==> src/rtl/sdram_arbiter_if.sv <==
// Controller-side burst bus of the SDRAM arbiter.
// The master side is the arbiter; the slave side is the burst controller.
interface sdram_arbiter_if #(
    parameter int ADDR_W = 22,
    parameter int LEN_W  = 9,
    parameter int DATA_W = 16
);
    logic              ctl_req;
    logic              ctl_wr;
    logic [ADDR_W-1:0] ctl_addr;
    logic [LEN_W-1:0]  ctl_len;
    logic              ctl_ack;
    logic [DATA_W-1:0] ctl_wdata;
    logic              ctl_wdata_rd;
    logic [DATA_W-1:0] ctl_rdata;
    logic              ctl_rdata_vld;
    logic              ctl_done;

    modport master (
        output ctl_req,
        output ctl_wr,
        output ctl_addr,
        output ctl_len,
        output ctl_wdata,
        input  ctl_ack,
        input  ctl_wdata_rd,
        input  ctl_rdata,
        input  ctl_rdata_vld,
        input  ctl_done
    );

    modport slave (
        input  ctl_req,
        input  ctl_wr,
        input  ctl_addr,
        input  ctl_len,
        input  ctl_wdata,
        output ctl_ack,
        output ctl_wdata_rd,
        output ctl_rdata,
        output ctl_rdata_vld,
        output ctl_done
    );
endinterface

==> src/rtl/sdram_arbiter.sv <==
// Shares one SDRAM burst controller between the video write channel
// and the display read channel; urgent reads win, otherwise round-robin.
module sdram_arbiter #(
    parameter int ADDR_W = 22,
    parameter int LEN_W  = 9,
    parameter int DATA_W = 16
) (
    input  logic              clk,
    input  logic              reset_n,
    input  logic              frame_rst,
    input  logic              wr_req,
    input  logic [ADDR_W-1:0] wr_addr,
    input  logic [LEN_W-1:0]  wr_len,
    input  logic [DATA_W-1:0] wr_data,
    output logic              wr_ack,
    input  logic              rd_req,
    input  logic [ADDR_W-1:0] rd_addr,
    input  logic [LEN_W-1:0]  rd_len,
    input  logic              rd_urgent,
    output logic              rd_ack,
    output logic [DATA_W-1:0] rd_data,
    output logic              rd_valid,
    sdram_arbiter_if.master   ctl,
    output logic              len_err,
    output logic              busy
);

    typedef enum logic [3:0] {
        S_IDLE = 4'b0001,
        S_REQ  = 4'b0010,
        S_BUSY = 4'b0100,
        S_DONE = 4'b1000
    } state_e;

    state_e            state_q, state_d;
    logic              grant_rd_q, grant_rd_d;
    logic              last_rd_q, last_rd_d;
    logic              ctl_req_q, ctl_req_d;
    logic              ctl_wr_q, ctl_wr_d;
    logic [ADDR_W-1:0] addr_q, addr_d;
    logic [LEN_W-1:0]  len_q, len_d;
    logic              wr_ack_q, wr_ack_d;
    logic              rd_ack_q, rd_ack_d;
    logic [LEN_W:0]    beat_q, beat_d;
    logic              len_err_q, len_err_d;

    logic              pick_rd;
    logic              pick_wr;
    logic [LEN_W-1:0]  pick_len;
    logic              beat;
    logic [LEN_W:0]    beat_sum;
    logic              in_busy;

    assign in_busy  = (state_q == S_BUSY);
    assign pick_rd  = rd_req & (rd_urgent | ~wr_req | ~last_rd_q);
    assign pick_wr  = ~pick_rd & wr_req;
    assign pick_len = pick_rd ? rd_len : wr_len;

    // A beat only counts on the strobe that belongs to the granted direction.
    assign beat = in_busy &
                  (grant_rd_q ? ctl.ctl_rdata_vld : ctl.ctl_wdata_rd);
    assign beat_sum = (beat && (beat_q != '1))
                    ? beat_q + 1'b1 : beat_q;

    always_comb begin
        state_d    = state_q;
        grant_rd_d = grant_rd_q;
        last_rd_d  = last_rd_q;
        ctl_req_d  = ctl_req_q;
        ctl_wr_d   = ctl_wr_q;
        addr_d     = addr_q;
        len_d      = len_q;
        wr_ack_d   = 1'b0;
        rd_ack_d   = 1'b0;
        beat_d     = beat_q;
        len_err_d  = len_err_q;

        unique case (1'b1)
            (state_q == S_IDLE): begin
                if (frame_rst) begin
                    last_rd_d = 1'b1;
                end else if (pick_rd || pick_wr) begin
                    grant_rd_d = pick_rd;
                    ctl_wr_d   = ~pick_rd;
                    addr_d     = pick_rd ? rd_addr : wr_addr;
                    len_d      = pick_len;
                    if (pick_len == '0) begin
                        wr_ack_d = pick_wr;
                        rd_ack_d = pick_rd;
                        state_d  = S_DONE;
                    end else begin
                        ctl_req_d = 1'b1;
                        state_d   = S_REQ;
                    end
                end
            end
            (state_q == S_REQ): begin
                // Once the controller has accepted, the burst must run.
                if (ctl.ctl_ack) begin
                    ctl_req_d = 1'b0;
                    wr_ack_d  = ~grant_rd_q;
                    rd_ack_d  = grant_rd_q;
                    beat_d    = '0;
                    state_d   = S_BUSY;
                end else if (frame_rst) begin
                    ctl_req_d = 1'b0;
                    last_rd_d = 1'b1;
                    state_d   = S_IDLE;
                end
            end
            (state_q == S_BUSY): begin
                beat_d = beat_sum;
                if (ctl.ctl_done) begin
                    if (beat_sum != {1'b0, len_q}) begin
                        len_err_d = 1'b1;
                    end
                    state_d = S_DONE;
                end
            end
            (state_q == S_DONE): begin
                last_rd_d = grant_rd_q;
                state_d   = S_IDLE;
            end
            default: begin
                state_d = S_IDLE;
            end
        endcase
    end

    always_ff @(posedge clk) begin
        if (!reset_n) begin
            state_q    <= S_IDLE;
            grant_rd_q <= 1'b1;
            last_rd_q  <= 1'b1;
            ctl_req_q  <= 1'b0;
            ctl_wr_q   <= 1'b0;
            addr_q     <= '0;
            len_q      <= '0;
            wr_ack_q   <= 1'b0;
            rd_ack_q   <= 1'b0;
            beat_q     <= '0;
            len_err_q  <= 1'b0;
        end else begin
            state_q    <= state_d;
            grant_rd_q <= grant_rd_d;
            last_rd_q  <= last_rd_d;
            ctl_req_q  <= ctl_req_d;
            ctl_wr_q   <= ctl_wr_d;
            addr_q     <= addr_d;
            len_q      <= len_d;
            wr_ack_q   <= wr_ack_d;
            rd_ack_q   <= rd_ack_d;
            beat_q     <= beat_d;
            len_err_q  <= len_err_d;
        end
    end

    assign ctl.ctl_req   = ctl_req_q;
    assign ctl.ctl_wr    = ctl_wr_q;
    assign ctl.ctl_addr  = addr_q;
    assign ctl.ctl_len   = len_q;
    assign ctl.ctl_wdata = (in_busy && !grant_rd_q) ? wr_data : '0;

    assign rd_data  = (in_busy && grant_rd_q) ? ctl.ctl_rdata : '0;
    assign rd_valid = in_busy & grant_rd_q & ctl.ctl_rdata_vld;
    assign wr_ack   = wr_ack_q;
    assign rd_ack   = rd_ack_q;
    assign len_err  = len_err_q;
    assign busy     = (state_q != S_IDLE);

endmodule
==> src/flat_wrapper.sv <==
// flat-port wrapper written by rule: the top's interface ports become plain ports
module sdram_arbiter_flat 
#(
    parameter int ADDR_W = 22,
    parameter int LEN_W  = 9,
    parameter int DATA_W = 16
)
  (clk, reset_n, frame_rst, wr_req, wr_addr, wr_len, wr_data, wr_ack, rd_req, rd_addr, rd_len, rd_urgent, rd_ack, rd_data, rd_valid, len_err, busy, ctl_ctl_req, ctl_ctl_wr, ctl_ctl_addr, ctl_ctl_len, ctl_ctl_wdata, ctl_ctl_ack, ctl_ctl_wdata_rd, ctl_ctl_rdata, ctl_ctl_rdata_vld, ctl_ctl_done);
  sdram_arbiter_if #(.ADDR_W(ADDR_W), .LEN_W(LEN_W), .DATA_W(DATA_W)) ctl_i ();
  input  logic clk;
  input  logic reset_n;
  input  logic frame_rst;
  input  logic wr_req;
  input  logic [ADDR_W-1:0] wr_addr;
  input  logic [LEN_W-1:0] wr_len;
  input  logic [DATA_W-1:0] wr_data;
  output logic wr_ack;
  input  logic rd_req;
  input  logic [ADDR_W-1:0] rd_addr;
  input  logic [LEN_W-1:0] rd_len;
  input  logic rd_urgent;
  output logic rd_ack;
  output logic [DATA_W-1:0] rd_data;
  output logic rd_valid;
  output logic len_err;
  output logic busy;
  output wire logic [$bits(ctl_i.ctl_req)-1:0] ctl_ctl_req;
  output wire logic [$bits(ctl_i.ctl_wr)-1:0] ctl_ctl_wr;
  output wire logic [$bits(ctl_i.ctl_addr)-1:0] ctl_ctl_addr;
  output wire logic [$bits(ctl_i.ctl_len)-1:0] ctl_ctl_len;
  output wire logic [$bits(ctl_i.ctl_wdata)-1:0] ctl_ctl_wdata;
  input wire logic [$bits(ctl_i.ctl_ack)-1:0] ctl_ctl_ack;
  input wire logic [$bits(ctl_i.ctl_wdata_rd)-1:0] ctl_ctl_wdata_rd;
  input wire logic [$bits(ctl_i.ctl_rdata)-1:0] ctl_ctl_rdata;
  input wire logic [$bits(ctl_i.ctl_rdata_vld)-1:0] ctl_ctl_rdata_vld;
  input wire logic [$bits(ctl_i.ctl_done)-1:0] ctl_ctl_done;
  assign ctl_ctl_req = ctl_i.ctl_req;
  assign ctl_ctl_wr = ctl_i.ctl_wr;
  assign ctl_ctl_addr = ctl_i.ctl_addr;
  assign ctl_ctl_len = ctl_i.ctl_len;
  assign ctl_ctl_wdata = ctl_i.ctl_wdata;
  assign ctl_i.ctl_ack = ctl_ctl_ack;
  assign ctl_i.ctl_wdata_rd = ctl_ctl_wdata_rd;
  assign ctl_i.ctl_rdata = ctl_ctl_rdata;
  assign ctl_i.ctl_rdata_vld = ctl_ctl_rdata_vld;
  assign ctl_i.ctl_done = ctl_ctl_done;
  sdram_arbiter #(.ADDR_W(ADDR_W), .LEN_W(LEN_W), .DATA_W(DATA_W)) u_core (.clk(clk), .reset_n(reset_n), .frame_rst(frame_rst), .wr_req(wr_req), .wr_addr(wr_addr), .wr_len(wr_len), .wr_data(wr_data), .wr_ack(wr_ack), .rd_req(rd_req), .rd_addr(rd_addr), .rd_len(rd_len), .rd_urgent(rd_urgent), .rd_ack(rd_ack), .rd_data(rd_data), .rd_valid(rd_valid), .ctl(ctl_i), .len_err(len_err), .busy(busy));
endmodule
==> config.mk <==
export PLATFORM = sky130hd
export DESIGN_NAME = sdram_arbiter_flat
export DESIGN_NICKNAME = d
export VERILOG_FILES = /design/src/rtl/sdram_arbiter_if.sv /design/src/rtl/sdram_arbiter.sv /design/src/flat_wrapper.sv
export SDC_FILE = /design/constraint.sdc
export NUM_CORES = 1
export LEC_CHECK = 0
export BUFFER_PORTS_ARGS = -buffer_cell sky130_fd_sc_hd__buf_2
export CAP_MARGIN = 30
export CORE_ASPECT_RATIO = 1.1
export CORE_UTILIZATION = 38
export DETAILED_ROUTE_END_ITERATION = 8
export PLACE_DENSITY = 0.72
export SYNTH_ARGS = -nofsm -noshare
export SYNTH_HDL_FRONTEND = slang
export SYNTH_SLANG_ARGS = --single-unit
==> constraint.sdc <==
create_clock -name clk -period 6.3 [get_ports clk]
set_input_delay 1.26 -clock clk [delete_from_list [all_inputs] [get_ports clk]]
set_output_delay 1.26 -clock clk [all_outputs]
set_load 0.02 [all_outputs]
# After elaboration in Yosys (flattened, before gate mapping)
# Cells that the tools add are included.
# Widths: inputs -> output; s select.
dict set report totals {
  regBits 52
  word_cells 87
}
dict set report classes {
  n_addsub 1
  n_eq_ne 14
  n_mux 34
  n_bitwise 12
  n_reduce_logical 15
}
# cell count
set op_table {}
lappend op_table {{$mux 16} 2}
lappend op_table {{$mux 4} 6}
lappend op_table {{$mux 22} 1}
lappend op_table {{$mux 10} 2}
lappend op_table {{$pmux 10 s2} 1}
lappend op_table {{$mux 1} 16}
lappend op_table {{$ne 2x2->1 const B} 6}
lappend op_table {{$pmux 4 s3} 1}
lappend op_table {{$add 10x1->10 const B} 1}
lappend op_table {{$ne 10x10->1 const B} 1}
lappend op_table {{$ne 10x9->1} 1}
lappend op_table {{$logic_not 9->1} 1}
lappend op_table {{$mux 9} 1}
lappend op_table {{$pmux 1 s2} 3}
lappend op_table {{$reduce_and 3->1} 2}
lappend op_table {{$and 1x1->1} 5}
lappend op_table {{$not 1->1} 5}
lappend op_table {{$reduce_and 5->1} 1}
lappend op_table {{$eq 4x1->1 const B} 1}
lappend op_table {{$eq 4x2->1 const B} 1}
lappend op_table {{$eq 4x3->1 const B} 1}
lappend op_table {{$eq 4x4->1 const B} 1}
lappend op_table {{$ne 4x1->1 const B} 1}
lappend op_table {{$reduce_and 2->1} 2}
lappend op_table {{9 further kinds} 13}

# Logic depth before layout (Yosys ltp)
# Gate-level depths: netlist of run 1.
dict set report depth {
  ltp_word 10
  mapped_depth 9
  mapped_depth_nobuf 8
}

# Least setup slack after synthesis of run 1
# OpenSTA, ideal clock, no wires.
dict set report synth_timing {
  kind {register -> output}
  startpoint {register u_core.state_q[0]}
  endpoint {output port ctl_ctl_wdata[10]}
  t_arrival_ns 1.740
  path_slack_ns 3.300
  stages_incl_launch_ff 6
  path_cell_list {dfxtp_1 buf_6 or3_2 nor3b_1 clkbuf_1 and2_1}
}
dict set report synth_via {
  elab_chain_len 3
}
# element line_no
set synth_lines {}
lappend synth_lines {{start: declaration} sdram_arbiter.sv:35} ;# state_e state_q, state_d;
lappend synth_lines {{start signal: assignment} sdram_arbiter.sv:144} ;# state_q <= state_d;
lappend synth_lines {{$eq 4x3->1} sdram_arbiter.sv:54} ;# assign in_busy = (state_q == S_BUSY);
lappend synth_lines {{$logic_and 1x1->1} sdram_arbiter.sv:162} ;# assign ctl.ctl_wdata = (in_busy && !grant_rd_q) ? wr_data : '0;
lappend synth_lines {{$mux 16} sdram_arbiter.sv:162}
lappend synth_lines {{end: declaration} flat_wrapper.sv:31} ;# output wire logic [$bits(ctl_i.ctl_wdata)-1:0] ctl_ctl_wdata;
# Every way passes these cells.

# Worst setup path after layout of run 1
dict set report layout_timing {
  startpoint {register u_core.state_q[2]}
  endpoint {output port rd_data[13]}
}
dict set report layout_via {
  elab_chain_len 3
}
# element line_no
set layout_lines {}
lappend layout_lines {{$eq 4x3->1} sdram_arbiter.sv:54}
lappend layout_lines {{$logic_and 1x1->1} sdram_arbiter.sv:164} ;# assign rd_data = (in_busy && grant_rd_q) ? ctl.ctl_rdata : '0;
lappend layout_lines {{$mux 16} sdram_arbiter.sv:164}
lappend layout_lines {{end: declaration} flat_wrapper.sv:23} ;# output logic [DATA_W-1:0] rd_data;
# Every way passes these cells.

==> results of run 1 <==
-- report_power, final --
| group | switching (W) | total [W] | internal [W] |
|---|---|---|---|
| registers | 0.0000206 | 0.000370 | 0.000349 |
| clock network | 0.000107 | 0.000225 | 0.000118 |
| logic | 0.0000978 | 0.000173 | 0.0000749 |
-- final cells by class --
class                           count  area [µm²]
Clock inverter                      2        35.0
Inverter                            5        18.8
Timing Repair Buffer              177         893
Multi-Input combinational cell    263        1670
Fill cell                         709        3290
Clock buffer                        6        72.6
Sequential cell                    52        1040
Tap cell                           85         106
-- cells by family (layout without fill, tap and decap cells) --
| group | Yosys count | in the layout | synth area share |
|---|---|---|---|
| AO/OA/AOI/OAI | 86 | 86 | 0.231 |
| AND/OR/NAND/NOR | 158 | 158 | 0.290 |
| flip-flops | 52 | 52 | 0.366 |
| adder cells (fa/ha/maj) | 1 | 1 | 0.00439 |
| multiplexers | 6 | 6 | 0.0215 |
| XOR/XNOR | 12 | 12 | 0.0369 |
| buffers and inverters | 32 | 190 | 0.0501 |
-- per-stage QoR --
stage	cells	power, W	worst slack (ns)	util	cell area [µm²]
2_1_floorplan	347	0.000479	3.30	-	2850
3_3_place_gp	580	0.000546	2.88	0.522	3720
3_5_place_dp	581	0.000550	2.72	0.523	3730
4_1_cts	589	0.000772	2.38	0.538	3840
5_1_grt	590	0.000806	2.54	0.539	3840
6_report	590	0.000767	2.74	0.539	3840
-- state kept, by name (all words and copies together) (netlist names) --
signal and cells:
u_core.beat_q 10, u_core.ctl.ctl_addr 22, u_core.ctl.ctl_len 9, u_core.ctl.ctl_req 1
u_core.ctl.ctl_wr 1, u_core.grant_rd_q 1, u_core.last_rd_q 1, u_core.len_err 1
u_core.rd_ack 1, u_core.state_q 4, u_core.wr_ack 1
-- synthesized netlist by cell type, types with 2 or more instances --
cell type  count  area [µm²]
o211ai_1       3        22.5
inv_1          4        15.0
nor2_1        49         184
clkbuf_1      19        71.3
xor2_1         4        35.0
buf_2          5        25.0
nand2_1       28         105
a31oi_1        3        18.8
a311oi_1      11        96.3
a222oi_1      22         220
and2_1        18         113
buf_6          2        22.5
nor3b_1        2        15.0
and3_1        19         119
nand2b_1       2        12.5
o21a_1         2        15.0
nand4_1        5        31.3
nor4_1         2        12.5
dfxtp_1       52        1040
a211o_1        2        17.5
nor3_1         7        35.0
a21oi_1       15        75.1
nand3_1       12        60.1
mux2i_1        5        50.1
xnor2_1        8        70.1
o21ai_0       13        65.1
nor4b_1        3        26.3
a211oi_1       5        37.5
-- worst max path at each step --
stage,from,to,slack [ns],depth (start not counted)
after global routing,u_core.state_q[2]$_SDFFE_PN0P_,rd_data[13],2.54,4
after detailed placement,u_core.grant_rd_q$_SDFFE_PN1P_,ctl_ctl_wdata[13],2.72,4
after CTS,u_core.grant_rd_q$_SDFFE_PN1P_,ctl_ctl_wdata[13],2.38,4
after floorplan,u_core.state_q[0]$_SDFFE_PN1P_,ctl_ctl_wdata[10],3.30,5
after global placement,u_core.grant_rd_q$_SDFFE_PN1P_,ctl_ctl_wdata[11],2.88,4
final,u_core.state_q[2]$_SDFFE_PN0P_,rd_data[13],2.74,4
-- worst register-to-register path: stages (launching register included) --
cell      delay (ns)
dfxtp_1         0.47
nor4b_1         0.59
inv_1           0.27
or2_2           0.56
a222oi_1        0.44
nor2_1          0.07
-- metal layers --
| layer | share of wire | vias up | track usage |
|---|---|---|---|
| met5 | 0 | - | 0 |
| met3 | 0.063 | 17 | 0.0446 |
| met1 | 0.42 | 1445 | 0.255 |
| li1 | - | 1617 | - |
| met2 | 0.50 | 123 | 0.383 |
| met4 | 0.019 | 0 | 0.0734 |
==> flow_results.org, run 1 <==
** Run status
- The run finished, with violations left.
- The checks that failed: design-rule violations.

** Floorplan
- The floorplan step defined a die boundary enclosing slightly below 0.008 mm².
- In this run the standard cell core region covers around 0.007 mm².
- The floorplan has 32 rows.
- In this run the horizontal extent of the chip is about 85 µm.
- In this run the count of I/O pins placed on the die edge is roughly 170.
- The initial utilization of the core area, before any placement, comes to 0.399.
- In this run the vertical extent of the chip is about 93 µm.

** STA
- Setup repair after global routing left no endpoint under its margin.
- After layout, the minimum clock period comes to about 3.6 ns.
- Tightest Pin Transition :: 0.963 ns
- Setup violations remaining at the end of the flow were counted as 0.
- Headroom to the max-slew limit came out at 0.356.
- On the final layout, the worst hold slack is roughly 0.50 ns.
- The final max-slew violation count came to 0.
- Final count of hold timing violations :: 0
- Part of the cycle the worst path needs :: 0.565
- Maximum clock frequency :: ~0.28 GHz
- Adding up every negative setup slack in the final design gives 0 ns.
- Worst clock skew :: just over 0.006 ns

** Global route
- Remaining global-route overflow :: 0
- Initial antenna violation count :: 0
- Entering global routing, the biggest net connects 46 pins.
- The first global-routing pass estimated roughly 14 mm of wire.
- Vias in the first global route :: just over 3k
- In the global route stage, overall resource usage came out at 0.215.

** Worst setup path
- Worst-case reg-to-reg path depth :: 5
- Data on the critical path arrives at its endpoint at about 2.3 ns.
- STA classifies the critical path endpoint as a primary output.
- Crit path buffers/inverters :: 2
- The worst register-to-register path begins at u_core.state_q[0]$_SDFFE_PN1P_.
- Peak per-stage delay on the critical path :: between 0.8 and 0.9 ns
- Sequence of cells on the critical path :: nor4b_2 -> buf_4 -> and3_1 -> buf_2
- Data on the critical path is required at its endpoint by between 5 and 6 ns.
- Slowest cell on the critical path :: nor4b_2
- The critical path is of the reg -> out type.
- STA classifies the critical path startpoint as a flop.
- The endpoint identified for the worst register-to-register timing path is u_core.ctl.ctl_addr[6]$_SDFFE_PN0P_.
- The kind of cell with the highest combined delay along the critical path is simple AND/OR/NAND/NOR gates.
- Worst reg-to-reg setup slack :: between 3 and 4 ns
- In this run the worst path has a maximum fanout of 20.

** Routing
- Antenna viol nets, final :: 0
- Wires add up to 8.57 mm.
- Router iterations before antenna repair :: 7
- Vias/cell :: ~5.4
- Vias post-DR :: 3,202
- For this run, design rule violations remaining after detail routing come to 6.
- Routed WL per cell :: around 15 µm
- Drt first-iter violations :: ~200

** Hold path
- Hold_sp :: u_core.ctl.ctl_wr$_SDFFE_PN0P_
- The worst hold path belongs to the class reg -> reg.
- Along the worst hold path, the cell count comes to 2.
- Min-Delay Endpoint :: u_core.ctl.ctl_wr$_SDFFE_PN0P_

** Synth
- After synthesis the cells add up to 0.00285 mm².
- Unique masters post-synth :: between 50 and 60
- Post-Synthesis Mean Instance Area :: a little over 8 µm²
- Number of synthesized flops with an enable pin :: 0
- Count of yosys warnings during synthesis :: 0
- The cell count after synthesis came out at between 300 and 400.
- Seq/Total Area, Yosys :: 0.366
- Main flop type after synthesis :: dfxtp_1
- Counting flops with an async set or reset pin after synthesis yields a share of 0.
- Synthesis produced a netlist with a net count of 452.
- Seq cells post-synth :: 52

** Clocking
- After clock tree synthesis, the setup repair step added 0 buffers.
- Clock slew at reported path FFs :: roughly 0.090 ns
- Cell at the root of the clock tree :: clkbuf_8
- Once the clock tree was built, the resizer swapped 0 gates to a different size.
- Worst skew pair latency :: 0.30 ns
- The clock passes through at most 2 buffers.
- Clock buffers created by TritonCTS :: 5
- In this run the number of H-tree levels came out at 2.
- For this design, the CTS-stage hold fixing added 0 buffers.
- CTS saw 52 sinks.
- TritonCTS built the clock tree.

** Pwr
- Across the VDD grid, the largest voltage drop is around 0.14 mV.
- Leakage power summed over all cells :: around 1.9 nW
- Dividing total power by cell area gives a power density of approximately 200 mW/mm².

** Place
- Number of port buffers :: between 150 and 200
- Routability-driven placement finished with a final weighted congestion of approximately 0.85.
- Post-detailed-placement half-perimeter wirelength :: 6.55 mm

** Cells and area
- In the final layout, the share of cells above drive strength 1 is 0.392.
- Layout Area Growth over Synthesis :: 34.9%
- The repair_antennas step left the layout with diodes totalling 0.
- Highest-count cells in the layout ignoring fill and taps :: buf_2, dfxtp_1, nor2_1
- For this run, the post-layout net count is roughly 610.
- Leaving out fill and tap cells, the most frequent cell in the layout is buf_2.

** Job
- Across the run, the number of max-cap violations was 0.
Note: power is estimated with default switching activity, not from simulation.
==> run 2: changes to the inputs <==
--- a/config.mk
+++ b/config.mk
@@ -5,12 +5,13 @@
 export SDC_FILE = /design/constraint.sdc
 export NUM_CORES = 1
 export LEC_CHECK = 0
+export ABC_AREA = 1
 export BUFFER_PORTS_ARGS = -buffer_cell sky130_fd_sc_hd__buf_2
 export CAP_MARGIN = 30
 export CORE_ASPECT_RATIO = 1.1
 export CORE_UTILIZATION = 38
 export DETAILED_ROUTE_END_ITERATION = 8
-export PLACE_DENSITY = 0.72
+export PLACE_DENSITY = 0.73
 export SYNTH_ARGS = -nofsm -noshare
 export SYNTH_HDL_FRONTEND = slang
 export SYNTH_SLANG_ARGS = --single-unit
==> constraint.sdc (replaced) <==
create_clock -name clk -period 2.9 [get_ports clk]
set_input_delay 0.58 -clock clk [delete_from_list [all_inputs] [get_ports clk]]
set_output_delay 0.58 -clock clk [all_outputs]
set_load 0.02 [all_outputs]
==> run 2 against run 1 <==
  * The run now ends clean
  * Setup slack lost 2.2 ns
  * Power grew 110%
  * Global-route usage grew 1.8 points
  * First-iteration DRC count grew 11%
  * Combinational power grew 130%
  * Via count grew 19%
  * Clock power grew 93%
  * Flip-flop and latch count is the same
  * Synthesized area grew 12%
  * Synthesized cell count grew 51%
  * Largest cell class unchanged
==> flow_results.org, run 2 <==
** Clocking
- The number of levels in the clock H-tree came to 2 (unchanged).
- The buffers inserted during post-CTS setup optimization is 0 (unchanged).
- The number of sinks on the clock net is 52 (unchanged).
- Clock buffers created by TritonCTS :: 5 (unchanged)
- # hold bufs at CTS :: 0 (unchanged)
- Cell at the root of the clock tree :: clkbuf_8
- TritonCTS clock tree :: yes
- Clock slew at reported path FFs :: 0.10 ns (about the same)
- Worst skew pair latency :: 0.31 ns (about the same)
- Post-CTS sizing :: 0 (unchanged)
- Maximum root-to-sink buffer count :: 2 (unchanged)

** Routing
- Vias/cell :: 4.75 (-13%)
- The met2 wire length is 4.80 mm (+12%).
- The met3 layer wire length in the routed design came to 696 µm (+30%).
- The detailed-route via count came to 3,798 (+19%).
- The detailed-routing iteration count for the pre-antenna-repair pass came to 5 (-2).
- The number of DRC violations after detailed-routing iteration 0 was 218 (+11%).
- The final antenna-violating net count was 0 (unchanged).
- The remaining design rule violation count came to 0 (-6).
- Met1 Routed Length :: 4.32 mm (+20%)
- The total wire length was 9.97 mm (+16%).
- Uppermost layer routed :: met4
- Routed WL per cell :: 12.5 µm (-14%)

** Synth
- Of all cell types, the one taking the most synthesized area is dfxtp_1.
- The number of synthesis warnings is 0 (unchanged).
- Library cell with the highest instance count after synthesis :: nand2_1
- Post-Synthesis Mean Instance Area :: 6.08 µm² (-26%)
- Seq/Total Area, Yosys :: 0.327 (-0.0389)
- The share of Yosys cell area claimed by the top area cell type came to 0.327 (-0.0389).
- The number of instances in the synthesized netlist was 524 (+51%).
- Most numerous cell types in the synthesized netlist :: nand2_1, inv_1, nor2_1
- The share of async-settable or async-resettable flops after synthesis is 0 (unchanged).
- Number of synthesized flops with an enable pin :: 0 (unchanged)
- Main area contributors after synthesis :: dfxtp_1, nand2_1, inv_1
- The post-synth design cell area is 0.00319 mm² (+12%).
- For this run, the leading register cell type out of synthesis is dfxtp_1.
- Seq cells post-synth :: 52 (unchanged)
- Unique masters post-synth :: 33 (-38%)
- Synthesized netlist net count :: 629 (+39%)

** Pwr
- P per Cell Area :: 384 mW/mm² (+92%)
- The worst IR drop on VDD was 0.280 mV (+110%).
- The leakage power of the design is 2.26 nW (+18%).

** STA
- The final worst clock skew came to 0.00883 ns (+0.00259 ns).
- Sum of negative setup slack :: 0 ns (unchanged)
- Tightest Pin Transition :: 0.990 ns (+0.0275 ns)
- Setup repair after global routing left no endpoint under its margin.
- The final max-slew violation count came to 0 (unchanged).
- Final count of hold timing violations :: 0 (unchanged)
- Period minus WS final :: 2.37 ns
- Max_slew headroom :: 0.339 (-0.0174)
- Part of the cycle the worst path needs :: 0.817
- Maximum clock frequency :: between 0.4 and 0.5 GHz
- The number of setup violations in the final report came to 0 (unchanged).

** Cells and area
- The library cell used most frequently in the layout, excluding fill and tap cells, is buf_2.
- The flip-flop count of the largest register after layout is 22 (unchanged).
- The diode insertion count for antenna repair came to 0 (unchanged).
- The total of fill cells in the finished design is 837 (+18%).
- Final core occ :: 0.527 (-0.0122)
- Post-route design area :: 0.00421 mm² (+9.7%)
- The total number of nets in the final design came to 796 (+31%).
- The share of layout cells above drive strength 1 is 0.306 (-0.0857).
- Layout Area Growth over Synthesis :: 32.2%
- In the layout the commonest cells are buf_2, nand2_1, inv_1.

** Floorplan
- Horiz. Die Dim :: 89.3 µm (+5.7%)
- Starting density of the core :: 0.398 (-0.00109)
- The number of cell rows is 34 (+6.3%).
- The total I/O pin count is 174 (unchanged).
- The full die area is 0.00875 mm² (+12%).
- The height of the die was 98.0 µm (+5.7%).
- The area of the core was 0.00800 mm² (+12%).

** Global route
- The final global-route overflow total came to 0 (unchanged).
- The pin count of the biggest net entering global routing is 26 (-43%).
- Tot GR Track Use :: 0.233 (+0.0182)
- The number of antenna violations at the first check in global routing came to 0 (unchanged).
- First-pass GRT wire length :: 16.2 mm (+16%)
- Vias in the first global route :: 3,571 (+16%)

** Worst setup path
- The required time reported for the critical path endpoint came to 3.10 ns (-1.94 ns).
- The arrival time of the worst setup path was 2.57 ns (+0.27 ns).
- Endpoint kind of the worst setup timing path :: flop
- STA classifies the critical path startpoint as a flop.
- The critical path is of the reg -> reg type.
- Max Fanout on Critical Path :: 11 (-45%)

** Place
- The number of buffers added on ports came to 173 (unchanged).
- Area of placed instances :: 0.00412 mm² (+11%)
- The total half-perimeter wirelength after legalization and detailed placement is 7.91 mm (+21%).
- The routability congestion estimate is 0.848 (+0.25%).

** Run status
- Run status :: finished, final reports clean

** Hold path
- Class of the worst hold path :: reg -> reg

** Job
- The reported max-cap violation count was 0 (unchanged).
-- run 2: cell count changes after synthesis, sizes merged, moves of 12 or more --
cell	before	now
a31oi	3	16
nor2	50	70
and2	19	0
clkbuf	20	8
nand3	12	41
inv	5	78
and3	20	1
a222oi	22	0
nand2	28	178
a21oi	15	32
-- run 2: worst paths after layout --
path                                 startpoint                     endpoint  slack, ns  cells after the start
hold / removal      u_core.len_err$_SDFFE_PN0P_  u_core.len_err$_SDFFE_PN0P_       0.45                      2
setup reg to reg  u_core.beat_q[1]$_SDFFE_PN0P_  u_core.len_err$_SDFFE_PN0P_       0.53                     14
setup / recovery  u_core.beat_q[1]$_SDFFE_PN0P_  u_core.len_err$_SDFFE_PN0P_       0.53                     14
hold reg to reg     u_core.len_err$_SDFFE_PN0P_  u_core.len_err$_SDFFE_PN0P_       0.45                      2
-- run 2: critical path: stages, from the launching register on --
cell     delay, ns
dfxtp_1       0.45
ha_1          0.26
nand2_1       0.11
nor2_4        0.17
nand3_4       0.18
nand2_4       0.26
inv_1         0.14
nand2_1       0.10
nand3_1       0.07
nand2_1       0.07
nand3_1       0.10
nor2_1        0.16
nand2_1       0.08
nand2_1       0.06
a21oi_1       0.05
-- run 2: final cells by class --
type	instances	area, µm²	area share
timing repair buffer	180	918	0.218
inverter	79	297	0.0704
tap	108	135	0.0321
sequential	52	1040	0.247
clock inverter	2	16.3	0.00386
clock buffer	6	72.6	0.0172
multi-input combinational	373	1730	0.411
-- run 2: stage by stage --
step                total power, W  setup WS [ns]  std cells  hold WS [ns]
floorplan                  0.00104           1.01        524         0.482
global placement           0.00119          0.312        792         0.436
detailed placement         0.00120          0.237        792         0.439
CTS                        0.00162          0.537        800         0.453
global route               0.00171          0.133        800         0.490
finish                     0.00162          0.531        800         0.449
-- run 2: report_power, final --
part	total [W]	leakage, nW	switching (W)	internal (W)
clock	0.000435	0.0414	0.000262	0.000173
sequential	0.000793	0.424	0.0000332	0.000760
combinational	0.000390	1.79	0.000238	0.000151
-- run 2: cells by family (layout without fill, tap and decap cells) --
group / after synthesis / in the layout / share of synthesized area
and+or+nand+nor: 300 / 300 / 0.409
buffers and inverters: 99 / 267 / 0.129
AOI/OAI and AO/OA: 70 / 70 / 0.125
DFF: 52 / 52 / 0.327
xor gates and xnor gates: 2 / 2 / 0.00550
adders and majority gates: 1 / 1 / 0.00393
-- run 2: routing by layer --
metal	vias to the layer above	GRT usage
met1	1672	0.302
met5	-	0
met4	0	0.0708
met3	11	0.0482
met2	148	0.385
li1	1967	-
==> run 3: changes to the inputs <==
==> constraint.sdc (replaced) <==
create_clock -name clk -period 1.9 [get_ports clk]
set_input_delay 0.38 -clock clk [delete_from_list [all_inputs] [get_ports clk]]
set_output_delay 0.38 -clock clk [all_outputs]
set_load 0.02 [all_outputs]
==> run 3 against run 2 <==
  * Global-route usage up 3.2 points
  * Sequential share of layout area down 4.6 points
  * Critical path type is now reg -> out
  * The run now ends with negative setup slack left
  * Clock skew down 0.0037 ns
  * Flip-flop and latch count unchanged
  * Hold slack worse by 0.13 ns
  * Critical path depth down 5
==> flow_results.org, run 3 (same netlist as run 2, synthesis figures left out) <==
** Run status
- Violations in the final reports :: negative setup slack
- The flow ran to the end, but the final reports show violations.

** Global route
- First-pass GRT wire length :: 18.2 mm (+12%)
- The number of antenna violations at the first check in global routing was 0 (unchanged).
- The via count of the first global-routing pass is 3,993 (+12%).
- The final global-route overflow total was 0 (unchanged).
- Maximum number of pins on one net before global-route repair :: 27 (+3.8%)
- Tot GR Track Use :: 0.265 (+0.0321)

** Pwr
- The leakage power of the design is 2.58 nW (+14%).
- The areal power density over the cells was 543 mW/mm² (+42%).
- The worst IR drop on VDD was 0.338 mV (+21%).

** Place
- Count of placed standard cells including taps :: 829 (+4.7%)
- The number of buffers added on ports is 173 (unchanged).
- Placement-stage worst setup slack :: -0.292 ns (-0.528 ns)
- Post-detailed-placement half-perimeter wirelength :: 8.47 mm (+7.0%)
- The routability congestion estimate came to 1.02 (+20%).

** STA
- Unrepaired setup endpoints after global routing :: yes
- Of the available clock period, the critical path in the final layout requires 1.07.
- Max_slew headroom :: 0.685 (+0.346)
- The final max-slew violation count was 0 (unchanged).
- Tightest Pin Transition :: 0.471 ns (-0.519 ns)
- The worst path in the final design needs a cycle of just over 2 ns, including I/O delays and setup.
- Final count of hold timing violations :: 0 (unchanged)
- The final worst clock skew was 0.00516 ns (-0.00367 ns).
- Fin worst setup slack :: -0.127 ns (-0.659 ns)
- Count of final setup violators :: 34 (+34)
- Timing would allow up to roughly 0.49 GHz.

** Clocking
- Clock slew at reported path FFs :: 0.10 ns (about the same)
- TritonCTS clock tree :: yes
- Maximum root-to-sink buffer count :: 2 (unchanged)
- Worst skew pair latency :: 0.31 ns (about the same)
- CTS placed an instance of clkbuf_8 at the clock tree root.
- Clock buffers created by TritonCTS :: 5 (unchanged)
- The hold buffer count at CTS was 0 (unchanged).
- The number of sinks on the clock net came to 52 (unchanged).
- H-tree depth :: 2 (unchanged)

** Cells and area
- Relative to the synthesized area, the layout overhead comes to 63.6%.
- Fraction of final layout cells with drive strength greater than 1 :: 0.422 (+0.116)
- Final layout net count :: 841 (+5.7%)
- The total of fill cells in the finished design came to 706 (-16%).
- Highest-count cells in the layout ignoring fill and taps :: nand2_1, buf_2, inv_1
- The non-filler instance count after layout is 845 (+5.6%).
- The flip-flop count of the largest register after layout came to 22 (unchanged).
- The diode insertion count for antenna repair is 0 (unchanged).
- Most frequent standard cell in the layout excluding fill and tap cells :: nand2_1

** Hold path
- Hold_sp :: rd_addr[13]
- The min-delay analysis places its worst path in the category in -> reg.

** Floorplan
- The initial core utilization came to 0.398 (unchanged).
- The number of cell rows was 34 (unchanged).
- The total I/O pin count was 174 (unchanged).
- The height of the die is 98.0 µm (unchanged).
- Standard cell core area :: 0.00800 mm² (unchanged)
- Horiz. Die Dim :: 89.3 µm (unchanged)
- The full die area is 0.00875 mm² (unchanged).

** Worst setup path
- The critical path is of the reg -> out type.
- Startpoint type of the worst setup path :: flop
- Peak per-stage delay on the critical path :: 0.33 ns (-0.12 ns)
- For this design, the slowest cell found on the critical path is dfxtp_2.
- Cell repeated most along the worst path :: buf_6
- Traced cell by cell, the critical path runs through buf_4 -> inv_2 -> nand2_1 -> nor2_2 -> buf_6 -> nand2_4 -> buf_12 -> nor2_4 -> buf_6.
- Grouping stages by cell kind, the critical path spends the most delay in buffers and inverters.
- The buffers plus inverters on the worst setup path is 5 (+4).
- Endpoint kind of the worst setup timing path :: primary output
- Origin of the critical flop-to-flop path :: u_core.state_q[2]$_SDFFE_PN0P_
- The required time reported for the critical path endpoint is 1.52 ns (-1.58 ns).
- The maximum fanout count along the critical path is 8 (-3).
- The critical path starts at u_core.state_q[3]$_SDFFE_PN0P_.
- Arrival time of data at the critical path endpoint :: 1.65 ns (-0.92 ns)

** Routing
- The detailed-routing iteration count for the pre-antenna-repair pass is 4 (-1).
- Antenna viol nets, final :: 0 (unchanged)
- Drt first-iter violations :: 178 (-18%)
- Vias post-DR :: 4,208 (+11%)
- The via count normalized by instance count was 4.98 (+4.9%).
- Routed WL per cell :: 14.3 µm (+15%)
- Number of remaining DRC errors :: 0 (unchanged)
- Final wirelength :: 12.1 mm (+21%)

** Job
- Max Cap Violations :: 0 (unchanged)
==> run 3: cell count changes in the layout (fill, tap and decap cells not counted), moves of 4 or more <==
cell,delta
buf_6,+39
nor2_4,+37
nor2_1,-35
buf_2,-33
buf_4,+33
dfxtp_1,-6
dfxtp_2,+6
buf_12,+5
nand2_1,-5
inv_1,-4
inv_2,+4
==> run 3: worst paths after layout <==
kind | end | slack [ns] | depth (start not counted)
worst max-delay path | rd_data[8] | -0.13 | 9
worst min-delay path | u_core.ctl.ctl_addr[13]$_SDFFE_PN0P_ | 0.32 | 3
worst max register to register | u_core.len_err$_SDFFE_PN0P_ | -0.07 | 15
worst min register to register | u_core.len_err$_SDFFE_PN0P_ | 0.46 | 2
==> run 3: timing repair <==
item / CTS / global route
gates cloned: 2 / 1
setup buffers: 4 / 2
pin swaps: 4 / 9
gates resized for setup: 109 / 72
setup endpoints to repair: 56 / 61
==> run 3: area by class of cell <==
type / instances / area (µm²) / area share
Clock buffer: 5 / 68.8 / 0.0132
Clock inverter: 3 / 68.8 / 0.0132
Inverter: 79 / 297 / 0.0569
Multi-Input combinational cell: 374 / 2050 / 0.394
Sequential cell: 52 / 1050 / 0.201
Tap cell: 108 / 135 / 0.0259
Timing Repair Buffer: 224 / 1540 / 0.296
==> run 3: report_power, final <==
group	switching, W	internal, W
registers	0.0000487	0.00116
logic	0.000428	0.000263
clock network	0.000401	0.000531
==> run 3: per-layer routing <==
| metal | vias to the layer above | global-route usage | share of wire |
|---|---|---|---|
| met1 | 1924 | 0.315 | 0.39 |
| met5 | - | 0 | 0 |
| li1 | 2069 | - | - |
| met2 | 187 | 0.469 | 0.51 |
| met3 | 28 | 0.0440 | 0.064 |
| met4 | 0 | 0.0989 | 0.029 |
==> run 3: stage by stage <==
step	total power, W	instance area (µm²)	util	TNS (ns)	hold WS (ns)
5_1_grt	0.00295	5210	0.652	-5.04	0.321
3_3_place_gp	0.00184	4410	0.552	-4.43	0.445
4_1_cts	0.00279	4930	0.617	-0.883	0.317
2_1_floorplan	0.00158	3190	-	0	0.482
6_report	0.00283	5210	0.652	-3.12	0.318
3_5_place_dp	0.00185	4410	0.552	-5.98	0.448
==> run 3: tightest hold or removal path: cells and delay by family <==
kind | cells | cell delay (ns)
AND/OR/NAND/NOR | 1 | 0.05
AO/OA/AOI/OAI | 1 | 0.06
buffers and inverters | 1 | 0.10
